==> src/rtl/riscv_branch_resolve.sv <==
// rtl/riscv_branch_resolve.sv - EX-stage branch resolution, PC redirect and pipeline flush
//
// Purpose:
//   Drives BrUn to the branch comparator, decodes BrEq/BrLT into a taken
//   decision, computes the branch/JAL/JALR target and issues a registered
//   one-cycle redirect followed by a FLUSH_CYCLES-long flush. The front end
//   predicts not-taken, so only taken control transfers redirect.
//   Optional feature macro: RISCV_BR_PERF_CNT_EN (branch/taken counters).
//
// Ports:
//   clk, rst                 rising-edge clock, synchronous active-high reset
//   br_valid, jal, jalr      control-transfer kind in EX (jalr > jal > br_valid)
//   stall                    EX held by hazard unit, no evaluation
//   funct3                   branch condition select
//   pc_ex, imm, rs1_data     target operands
//   BrEq, BrLT / BrUn        comparator flags in / unsigned select out
//   redirect_valid/pc        registered redirect pulse and held target
//   flush                    squash IF/ID and ID/EX
//   misalign                 pulse for a taken target with bit1 set
//   br_cnt, taken_cnt        performance counters (zero when feature off)

module riscv_branch_resolve #(
  parameter int DATA_WIDTH   = 32,
  parameter int FLUSH_CYCLES = 2
) (
  input  logic                  clk,
  input  logic                  rst,
  input  logic                  br_valid,
  input  logic                  jal,
  input  logic                  jalr,
  input  logic                  stall,
  input  logic [2:0]            funct3,
  input  logic [DATA_WIDTH-1:0] pc_ex,
  input  logic [DATA_WIDTH-1:0] imm,
  input  logic [DATA_WIDTH-1:0] rs1_data,
  input  logic                  BrEq,
  input  logic                  BrLT,
  output logic                  BrUn,
  output logic                  redirect_valid,
  output logic [DATA_WIDTH-1:0] redirect_pc,
  output logic                  flush,
  output logic                  misalign,
  output logic [31:0]           br_cnt,
  output logic [31:0]           taken_cnt
);

  typedef enum logic {
    ST_IDLE  = 1'b0,
    ST_FLUSH = 1'b1
  } state_t;

  // Countdown starts at FLUSH_CYCLES-1 so that flush is high for exactly
  // FLUSH_CYCLES cycles including the cycle the redirect is presented.
  localparam logic [3:0] CNT_INIT = 4'(FLUSH_CYCLES - 1);

  state_t                state_q, state_d;
  logic [3:0]            cnt_q, cnt_d;
  logic                  redirect_valid_q, redirect_valid_d;
  logic [DATA_WIDTH-1:0] redirect_pc_q, redirect_pc_d;
  logic                  flush_q, flush_d;
  logic                  misalign_q, misalign_d;

  logic                  br_cond;
  logic                  eval;
  logic                  is_taken;
  logic [DATA_WIDTH-1:0] pc_sum;
  logic [DATA_WIDTH-1:0] jalr_sum;
  logic [DATA_WIDTH-1:0] target;

  always_comb begin
    BrUn = (funct3 == 3'b110) || (funct3 == 3'b111);
  end

  // 010/011 are not branch encodings; treat them as never taken.
  always_comb begin
    br_cond = 1'b0;
    case (funct3)
      3'b000:          br_cond = BrEq;
      3'b001:          br_cond = !BrEq;
      3'b100, 3'b110:  br_cond = BrLT;
      3'b101, 3'b111:  br_cond = !BrLT;
      default:         br_cond = 1'b0;
    endcase
  end

  always_comb begin
    eval     = (state_q == ST_IDLE) && !stall;
    is_taken = jalr || jal || (br_valid && br_cond);
    pc_sum   = pc_ex + imm;
    jalr_sum = rs1_data + imm;
    if (jalr) begin
      target = {jalr_sum[DATA_WIDTH-1:1], 1'b0};
    end else begin
      target = pc_sum;
    end
  end

  always_comb begin
    state_d          = state_q;
    cnt_d            = cnt_q;
    redirect_valid_d = 1'b0;
    redirect_pc_d    = redirect_pc_q;
    flush_d          = 1'b0;
    misalign_d       = 1'b0;
    case (state_q)
      ST_IDLE: begin
        if (eval && is_taken) begin
          if (target[1]) begin
            // Misaligned target: report it, but keep fetching sequentially.
            misalign_d = 1'b1;
          end else begin
            redirect_valid_d = 1'b1;
            redirect_pc_d    = target;
            flush_d          = 1'b1;
            cnt_d            = CNT_INIT;
            state_d          = ST_FLUSH;
          end
        end
      end
      ST_FLUSH: begin
        // Squashed instructions are ignored here, and stall does not
        // pause the countdown.
        if (cnt_q == 4'd0) begin
          state_d = ST_IDLE;
          flush_d = 1'b0;
        end else begin
          cnt_d   = cnt_q - 4'd1;
          flush_d = 1'b1;
        end
      end
      default: begin
        state_d = ST_IDLE;
      end
    endcase
  end

  always_ff @(posedge clk) begin
    if (rst) begin
      state_q          <= ST_IDLE;
      cnt_q            <= 4'd0;
      redirect_valid_q <= 1'b0;
      redirect_pc_q    <= '0;
      flush_q          <= 1'b0;
      misalign_q       <= 1'b0;
    end else begin
      state_q          <= state_d;
      cnt_q            <= cnt_d;
      redirect_valid_q <= redirect_valid_d;
      redirect_pc_q    <= redirect_pc_d;
      flush_q          <= flush_d;
      misalign_q       <= misalign_d;
    end
  end

  assign redirect_valid = redirect_valid_q;
  assign redirect_pc    = redirect_pc_q;
  assign flush          = flush_q;
  assign misalign       = misalign_q;

`ifdef RISCV_BR_PERF_CNT_EN
  logic [31:0] br_cnt_q, br_cnt_d;
  logic [31:0] taken_cnt_q, taken_cnt_d;
  logic        br_counted;

  // A conditional branch counts only when it is actually resolved here:
  // not stalled, not squashed, and not overridden by a jump.
  always_comb begin
    br_counted  = eval && br_valid && !jal && !jalr;
    br_cnt_d    = br_cnt_q;
    taken_cnt_d = taken_cnt_q;
    if (br_counted) begin
      br_cnt_d = br_cnt_q + 32'd1;
      if (br_cond) begin
        taken_cnt_d = taken_cnt_q + 32'd1;
      end
    end
  end

  always_ff @(posedge clk) begin
    if (rst) begin
      br_cnt_q    <= 32'd0;
      taken_cnt_q <= 32'd0;
    end else begin
      br_cnt_q    <= br_cnt_d;
      taken_cnt_q <= taken_cnt_d;
    end
  end

  assign br_cnt    = br_cnt_q;
  assign taken_cnt = taken_cnt_q;
`else
  assign br_cnt    = 32'd0;
  assign taken_cnt = 32'd0;
`endif

endmodule

==> config.mk <==
export PLATFORM = sky130hd
export DESIGN_NAME = riscv_branch_resolve
export DESIGN_NICKNAME = d
export VERILOG_FILES = /design/src/rtl/riscv_branch_resolve.sv
export SDC_FILE = /design/constraint.sdc
export NUM_CORES = 1
export LEC_CHECK = 0
export ABC_AREA = 1
export ABC_CLOCK_PERIOD_IN_PS = 2000
export BUFFER_PORTS_ARGS = -buffer_cell sky130_fd_sc_hd__buf_2
export CAP_MARGIN = 20
export CELL_PAD_IN_SITES_DETAIL_PLACEMENT = 0
export CELL_PAD_IN_SITES_GLOBAL_PLACEMENT = 1
export CORE_UTILIZATION = 31
export DETAILED_ROUTE_END_ITERATION = 8
export PLACE_DENSITY_LB_ADDON = 0.25
export SETUP_SLACK_MARGIN = 0.1
export SYNTH_ARGS = -nofsm -noshare
export SYNTH_HDL_FRONTEND = slang
export SYNTH_SLANG_ARGS = --single-unit
==> constraint.sdc <==
create_clock -name clk -period 2 [get_ports clk]
set_input_delay 0.6 -clock clk [delete_from_list [all_inputs] [get_ports clk]]
set_output_delay 0.6 -clock clk [all_outputs]
set_load 0.005 [all_outputs]
==> results, run 1 <==
- The number of top-level design ports is 207.
- For this block, the routed nets add up to 26200 um of wire.
- The number of pins with negative max-slew slack in the final report is 0.
- The commonest cells after synthesis are nand2_1 (565), inv_1 (249), nor2_1 (95), nand3_1 (85), buf_4 (68).
- The leakage power is 5.95 nW.
- The detail route stage leaves a number of antenna-violating nets equal to 0.
- The distinct cell type count of the synthesized netlist is 37.
- The share of total power dissipated in combinational logic is 0.590.
- After detailed routing, the average wire length per cell comes to 13.9 um.
- Clock-pin slew was measured on the worst setup and hold paths at 60 ps.
- In this run, synthesis inferred 0 flip-flops with an integrated enable.
- The aggregate global routing overflow is 0.
- The routed design could run at a clock period as short as 2010 ps.
- The number of nets in the final layout is 1771.
- The cell area that synthesis handed to floorplanning was 6900 sq um.
- The tool flagged a number of max-cap violations equal to 0.
- The mean post-synth cell area is 5.19 sq um.
- The initial antenna violation count is 0.
- For this configuration, the core starts out at a cell density of 0.316.
- The hold violation count in the final report came to 0.
- Setup repair after global routing could not meet its margin everywhere.
- The delay of the slowest critical-path stage is 520 ps.
- The power density over the cells is 459 nW/um^2.
- Yosys instantiated no cell more often than nand2_1.
- In this run the deepest clock path goes through 2 buffers.
- The first global-routing pass estimated 39400 um of wire.
- Of the available clock period, the critical path in the final layout requires 1.01.
- In this run, synthesis produced a sequential element count of 38.
- The worst setup slack before clock tree synthesis is -433 ps.
- The via count of the first global-routing pass is 7670.
- After synthesis, the cell types taking the most area are nand2_1 (31%), inv_1 (14%), ha_1 (11%).
- Setup violations remaining at the end of the flow were counted as 10.
- CTS built an H-tree with a depth of 2.
- The met3 wire length is 964 um.
- The remaining design rule violation count is 0.
- Summed over all instances, the cell type with the most area after synthesis is nand2_1.
- The die height is 151 um.
- The highest fanout seen on the critical path is 11.
- The switching share of power is 0.414.
- The final estimated routing congestion in global placement is 0.890.
- The number of I/O port buffers is 141.
- Summed over all nets, wire length on met2 after detailed routing comes to 12500 um.
- For the final database, setup skew stands at 9.11 ps.
- The clock network fraction of total power is 0.226.
- The proportion of netlist area held by the largest area contributor is 0.307.
- For this run, the number of Yosys warnings is 0.
- Data arrives at the worst endpoint at 2240 ps.
- The design internal power is 2.76 mW.
- Entering global routing, the biggest net connects 34 pins.
- The iteration-0 DRC count of the detailed router is 393.
- At the worst endpoint, the required time is 2230 ps.
- The floorplan step set the die width to 151 um.
- STA classifies the critical path startpoint as an input pin.
- The analysis attributes to net switching a power of 1.96 mW.
- The via count is 8338.
- The die covers 22900 sq um.
- The setup path with the least slack is of type in2reg.
- The repair_antennas step left the layout with diodes totalling 0.
- The pre-antenna-repair detailed-routing pass consisted of 5 iterations.
- In this run, CTS created clock tree buffers numbering 5.
- The worst-case IR drop observed on VDD is 0.343 mV.
- TritonCTS built the clock tree.
- The routed metal-1 wire length is 12000 um.
- Once routing completed, OpenROAD measured the worst setup slack at -10.2 ps.
- Summed over all nets, the half-perimeter wirelength after detailed placement is 21400 um.
- In the synthesized netlist the async set-or-reset flop fraction comes to 0.
- The placeable core region is 21800 sq um.
- The uppermost layer routed is met4.
- After floorplanning, the core was divided into 54 placement rows.
- Using the TritonRoute via totals, the vias-per-cell ratio works out to 4.43.
- The global routing usage summed across all routing layers is 0.225.
- Summed over all failing endpoints, the final setup total negative slack is -67.2 ps.
- The synthesis-to-finish area growth is 49.0%.
- The worst setup path is captured at a flop.
- The min-delay analysis places its worst path in the category reg2reg.
- Timing would allow up to 497 MHz.
- The final reports fail on setup timing.
- The clock net in this run drives a total of 38 sinks.
- The flow ran to the end, but the final reports show violations.
- For this design, the CTS-stage hold fixing added 0 buffers.
- In the synthesized netlist, the number of instances is 1330.
- Of the cells placed in the final design, the portion with a size suffix greater than 1 is 0.323.
- The sequential group share of total power is 0.184.
- The critical path goes through buf_8, ha_4, inv_2, fa_2, o21ai_2, inv_2, nand3_4, nor2_4, buf_12, buf_16, nand2_1, nand2_1.
- In the synthesized netlist the dominant register cell turns out to be dfxtp_1.
- The share of synthesized area occupied by flip-flops and latches is 0.110.
- The later pin in the worst-skew pair is clocked with a latency of 290 ps.
- The slowest cell on the critical path is fa_2.
- The cell sitting at the root of the clock tree is a clkbuf_16.
-- path summary, 6_finish.rpt --
path / start / endpoint / slack [ps] / cells after the start
hold / removal: redirect_pc[11]$_SDFFE_PP0P_ / redirect_pc[11]$_SDFFE_PP0P_ / 440 / 2
hold reg to reg: redirect_pc[11]$_SDFFE_PP0P_ / redirect_pc[11]$_SDFFE_PP0P_ / 440 / 2
setup / recovery: imm[0] / redirect_pc[18]$_SDFFE_PP0P_ / -10 / 12
setup reg to reg: flush$_SDFF_PP0_ / redirect_pc[18]$_SDFFE_PP0P_ / 600 / 7
-- final cells by class --
cell class              instances  area [sq um]
repair buffers                274          1850
flip-flops and latches         38           761
repair inverters                3          33.8
inverters                     254           981
multi-input cells            1024          6120
clock buffers                   5           125
fillers                      2432         11500
clock inverters                 3          68.8
well taps                     280           350
-- worst max-delay path: cells and delay by family --
| family | cells | cell delay [ps] |
|---|---|---|
| simple gates | 4 | 440 |
| fa+ha+maj | 2 | 650 |
| buf+inv | 5 | 480 |
| compound gates | 1 | 60 |
-- power groups by stage --
stage	clock [mW]	combinational (mW)	sequential, mW
after floorplan	0	1.38	0.883
after global placement	0	2.26	0.885
after detailed placement	0	2.27	0.884
after CTS	1.09	2.59	0.867
after global routing	1.13	3.09	0.875
final	1.07	2.79	0.867
-- kinds of logic after synthesis --
| logic type | Yosys count | synth area share |
|---|---|---|
| AO/OA/AOI/OAI | 104 | 0.0807 |
| XOR/XNOR | 11 | 0.0140 |
| adder cells (fa/ha/maj) | 64 | 0.118 |
| buffers and inverters | 332 | 0.221 |
| flip-flops | 38 | 0.110 |
| other | 1 | 0.000543 |
| AND/OR/NAND/NOR | 780 | 0.456 |
-- registers in the layout, indices dropped and copies added (netlist names) --
signal / count
redirect_valid: 1
misalign: 1
flush: 1
cnt_q: 4
redirect_pc: 31
-- layout by cell type, fill, tap and decap left out, types with 3 or more instances in the layout --
cell / Yosys / routed
inv_1: 249 / 239
o21ai_1: 8 / 13
nor2_2: 0 / 24
nand2_1: 565 / 498
o21ai_0: 19 / 13
ha_4: 0 / 48
a21oi_2: 0 / 23
nand2_2: 2 / 58
inv_2: 4 / 10
nand4_1: 4 / 4
nand3_4: 1 / 4
buf_6: 2 / 7
o21bai_1: 5 / 5
inv_4: 0 / 3
nand3b_1: 12 / 12
conb_1: 1 / 65
nand3_1: 85 / 55
nand3_2: 1 / 28
buf_2: 4 / 132
a21oi_1: 62 / 39
dfxtp_1: 38 / 38
nand2_4: 0 / 9
o21a_1: 3 / 3
nor2_4: 1 / 6
nor3_1: 8 / 5
ha_1: 62 / 10
xnor2_1: 3 / 3
clkbuf_16: 0 / 6
buf_12: 0 / 4
nor2_1: 95 / 66
ha_2: 0 / 4
nor3_2: 0 / 3
xor2_1: 8 / 7
buf_4: 68 / 126
-- stage by stage --
stage / cells / total power [mW] / cell area [sq um] / utilization / hold WS [ps]
floorplan: 1394 / 2.26 / 7190 / - / 441
global placement: 1856 / 3.15 / 8600 / 0.394 / 430
detailed placement: 1856 / 3.16 / 8600 / 0.394 / 429
CTS: 1872 / 4.55 / 9750 / 0.447 / 444
global route: 1881 / 5.09 / 10300 / 0.471 / 457
finish: 1881 / 4.72 / 10300 / 0.471 / 439
-- routing by layer --
metal / global-route usage / up-vias
met5: 0 / -
met4: 0.0620 / 0
met3: 0.0178 / 29
met2: 0.399 / 210
met1: 0.289 / 3635
li1: - / 4464
-- what timing repair did --
item                       in CTS  in global routing
pin swaps                      29                 26
setup endpoints to repair      32                 36
resized for setup             158                115
buffers inserted                7                  6
gates cloned                    1                  4
Note: power is estimated with default switching activity, not from simulation.
==> run 2: changes to the inputs <==
--- a/config.mk
+++ b/config.mk
@@ -15,4 +15,5 @@
 export DETAILED_ROUTE_END_ITERATION = 8
 export PLACE_DENSITY_LB_ADDON = 0.25
+export RECOVER_POWER = 50
 export SETUP_SLACK_MARGIN = 0.1
 export SYNTH_ARGS = -nofsm -noshare
==> constraint.sdc (replaced) <==
create_clock -name clk -period 2 [get_ports clk]
set_input_delay 0.6 -clock clk [delete_from_list [all_inputs] [get_ports clk]]
set_output_delay 0.6 -clock clk [all_outputs]
set_load 0.1 [all_outputs]
==> run 2 against run 1 <==
  * The flow still finishes with violations (setup timing)
  * Hold slack gained 6.9 ps
  * Final cell count shrank 0.90%
  * Fmax fell by 0.12%
  * Combinational power rose by 32%
  * Count of clock-buffer cells in the layout is the same
  * Sequential share of layout area up 0.15 points
  * Global-route usage fell by 0.25 points
  * Design area fell by 2.0%
  * Highest routed layer unchanged
==> results, run 2 (same netlist as run 1, synthesis figures left out) <==
- The flow ran to the end, but the final reports show violations.
- The checks that failed: setup timing.
- The number of nets in the final layout is 1754 (-0.96%).
- The number of I/O port buffers is 141 (unchanged).
- The delay of the slowest critical-path stage is 570 ps (+50 ps).
- The number of top-level design ports came to 207 (unchanged).
- The minimum period implied by the final worst setup slack came to 2010 ps (+2.34 ps).
- Setup repair after global routing could not meet its margin everywhere.
- By startpoint and endpoint, the worst setup path is classified as in2reg.
- The cell sitting at the root of the clock tree is a clkbuf_16.
- The minimum setup slack in the final design came to -12.5 ps (-2.34 ps).
- The die area came to 22900 sq um (unchanged).
- The starting utilization of the core area is 0.316 (unchanged).
- The worst endpoint data arrival time is 2240 ps (about the same).
- The number of H-tree branching levels is 2 (unchanged).
- The count of endpoints failing setup in the final report is 1 (-9).
- The first-pass GRT wire length is 39300 um (-0.30%).
- The area growth from synthesis to layout is 45.9%.
- The upper clock frequency limit is 497 MHz (-0.12%).
- TritonCTS built the clock tree.
- Traced cell by cell, the critical path runs through buf_2, inv_4, fa_2, or2_1, o21ai_2, inv_2, nand3_4, nor2_4, buf_12, o211ai_1, nand2_1.
- The via count of the first global-routing pass was 7755 (+1.1%).
- Leaving out fill and tap cells, the most frequent cell in the layout is nand2_1.
- The number of CTS-inserted buffers is 5 (unchanged).
- The hold violation count in the final report is 0 (unchanged).
- The number of buffers and inverters on the critical path was 4 (-1).
- The total of max-cap violations is 0 (unchanged).
- The worst hold-check slack is 445 ps (+6.89 ps).
- The number of pins with negative max-slew slack in the final report is 0 (unchanged).
- The headroom to the max-slew limit is 0.629.
- The layout filler cell count was 2406 (-1.1%).
- The number of standard-cell rows in the floorplan is 54 (unchanged).
- The clock-pin slew on the worst setup and hold paths is 60 ps (about the same).
- The mean number of vias per cell is 4.47 (+0.75%).
- The power density over the cells was 557 nW/um^2 (+21%).
- The maximum ir drop on the vdd rail came to 0.415 mV (+21%).
- The initial antenna violation count came to 0 (unchanged).
- The min-delay analysis places its worst path in the category reg2reg.
- The pin count of the biggest net entering global routing is 24 (-29%).
- The slowest stage of the critical path belongs to the cell fa_2.
- The family with the most delay on the worst path is adder cells.
- The leakage power is 5.82 nW (-2.1%).
- The number of flip-flops in the largest register was 31 (unchanged).
- The worst-margin pin slew is 559 ps.
- The endpoint required time on the critical path is 2230 ps (about the same).
- The total negative slack is -12.5 ps (+54.7 ps).
- The iteration-0 DRC count of the detailed router came to 391 (-0.51%).
- The remaining design rule violation count is 0 (unchanged).
- The worst clock skew is 8.26 ps (-0.847 ps).
- The count of TritonRoute iterations in the first routing pass came to 5 (unchanged).
- The worst setup slack before clock tree synthesis is -407 ps (+26.2 ps).
- The antenna diode count is 0 (unchanged).
- The via count is 8325 (-0.16%).
- The global routing usage summed across all routing layers was 0.223 (-0.00248).
- The period utilization is 1.01 (+0.00117).
- The x dimension of the die is 151 um (unchanged).
- The maximum clock insertion buffer count is 2 (unchanged).
- The highest fanout seen on the critical path was 23 (+12).
- The post-detailed-routing wire length came to 25500 um (-2.6%).
- Leaving out fill and tap cells, the most frequent cells in the layout are nand2_1 (481), inv_1 (236), buf_2 (121).
- The die height is 151 um (unchanged).
- The layout cell share with drive strength beyond 1 is 0.331 (+0.00788).
- The clock insertion delay at the later pin of the skew report came to 280 ps (about the same).
- The half-perimeter wire length after placement was 21200 um (-1.1%).
- The post-route antenna net violation count is 0 (unchanged).
- The clock sink count was 38 (unchanged).
- STA classifies the critical path startpoint as an input pin.
- The placeable core region is 21800 sq um (unchanged).
- The aggregate global routing overflow is 0 (unchanged).
- The final estimated routing congestion in global placement came to 0.888 (-0.25%).
- The total of hold buffers inserted after clock tree synthesis is 0 (unchanged).
- The worst setup path is captured at a flop.
- The detailed-route wire length per cell came to 13.7 um (-1.8%).
-- run 2: area by class of cell --
| class | count | area, sq um | area share |
|---|---|---|---|
| multi-input cells | 1024 | 6130 | 0.608 |
| repair buffers | 259 | 1650 | 0.164 |
| inverters | 254 | 973 | 0.0966 |
| flip-flops and latches | 38 | 761 | 0.0755 |
| well taps | 280 | 350 | 0.0348 |
| clock buffers | 5 | 125 | 0.0124 |
| clock inverters | 3 | 68.8 | 0.00683 |
| repair inverters | 1 | 16.3 | 0.00161 |
-- run 2: per-stage QoR --
stage	area [sq um]	utilization	power, mW	instances
CTS	9560	0.438	5.41	1859
global placement	8550	0.392	4.05	1848
global route	10100	0.462	5.96	1864
finish	10100	0.462	5.61	1864
detailed placement	8550	0.392	4.06	1848
floorplan	7190	-	3.22	1394
-- run 2: what timing repair did --
| item | CTS | global route |
|---|---|---|
| buffers inserted | 3 | 4 |
| cloned | 0 | 1 |
| hold endpoints to repair | 0 | 0 |
| setup endpoints to repair | 35 | 36 |
| pin swaps | 29 | 33 |
| resized for setup | 158 | 127 |
-- run 2: path summary, 6_finish.rpt --
check	from	endpoint	slack [ps]	cells after the start
setup / recovery	rs1_data[1]	redirect_pc[15]$_SDFFE_PP0P_	-10	11
setup reg to reg	flush$_SDFF_PP0_	redirect_pc[15]$_SDFFE_PP0P_	630	6
hold reg to reg	redirect_pc[19]$_SDFFE_PP0P_	redirect_pc[19]$_SDFFE_PP0P_	450	2
hold / removal	redirect_pc[19]$_SDFFE_PP0P_	redirect_pc[19]$_SDFFE_PP0P_	450	2
-- run 2: power by group --
| part | switching [mW] | leakage [nW] | internal, mW |
|---|---|---|---|
| combinational | 2.52 | 5.42 | 1.15 |
| clock | 0.357 | 0.0940 | 0.718 |
| sequential | 0.0447 | 0.311 | 0.827 |
-- run 2: layer usage --
layer	GRT usage	up-vias	routed length [um]
li1	-	4412	-
met1	0.312	3743	12400
met2	0.379	160	12000
met3	0.0136	10	1000
met4	0.0295	0	163
met5	0	-	0
-- run 2: worst register-to-register path, stage by stage, from the launching register on --
cell      delay, ps
dfxtp_1         340
nor2_1          240
nand3_4         180
nor2_4          140
buf_12          180
o211ai_1        150
nand2_1          80
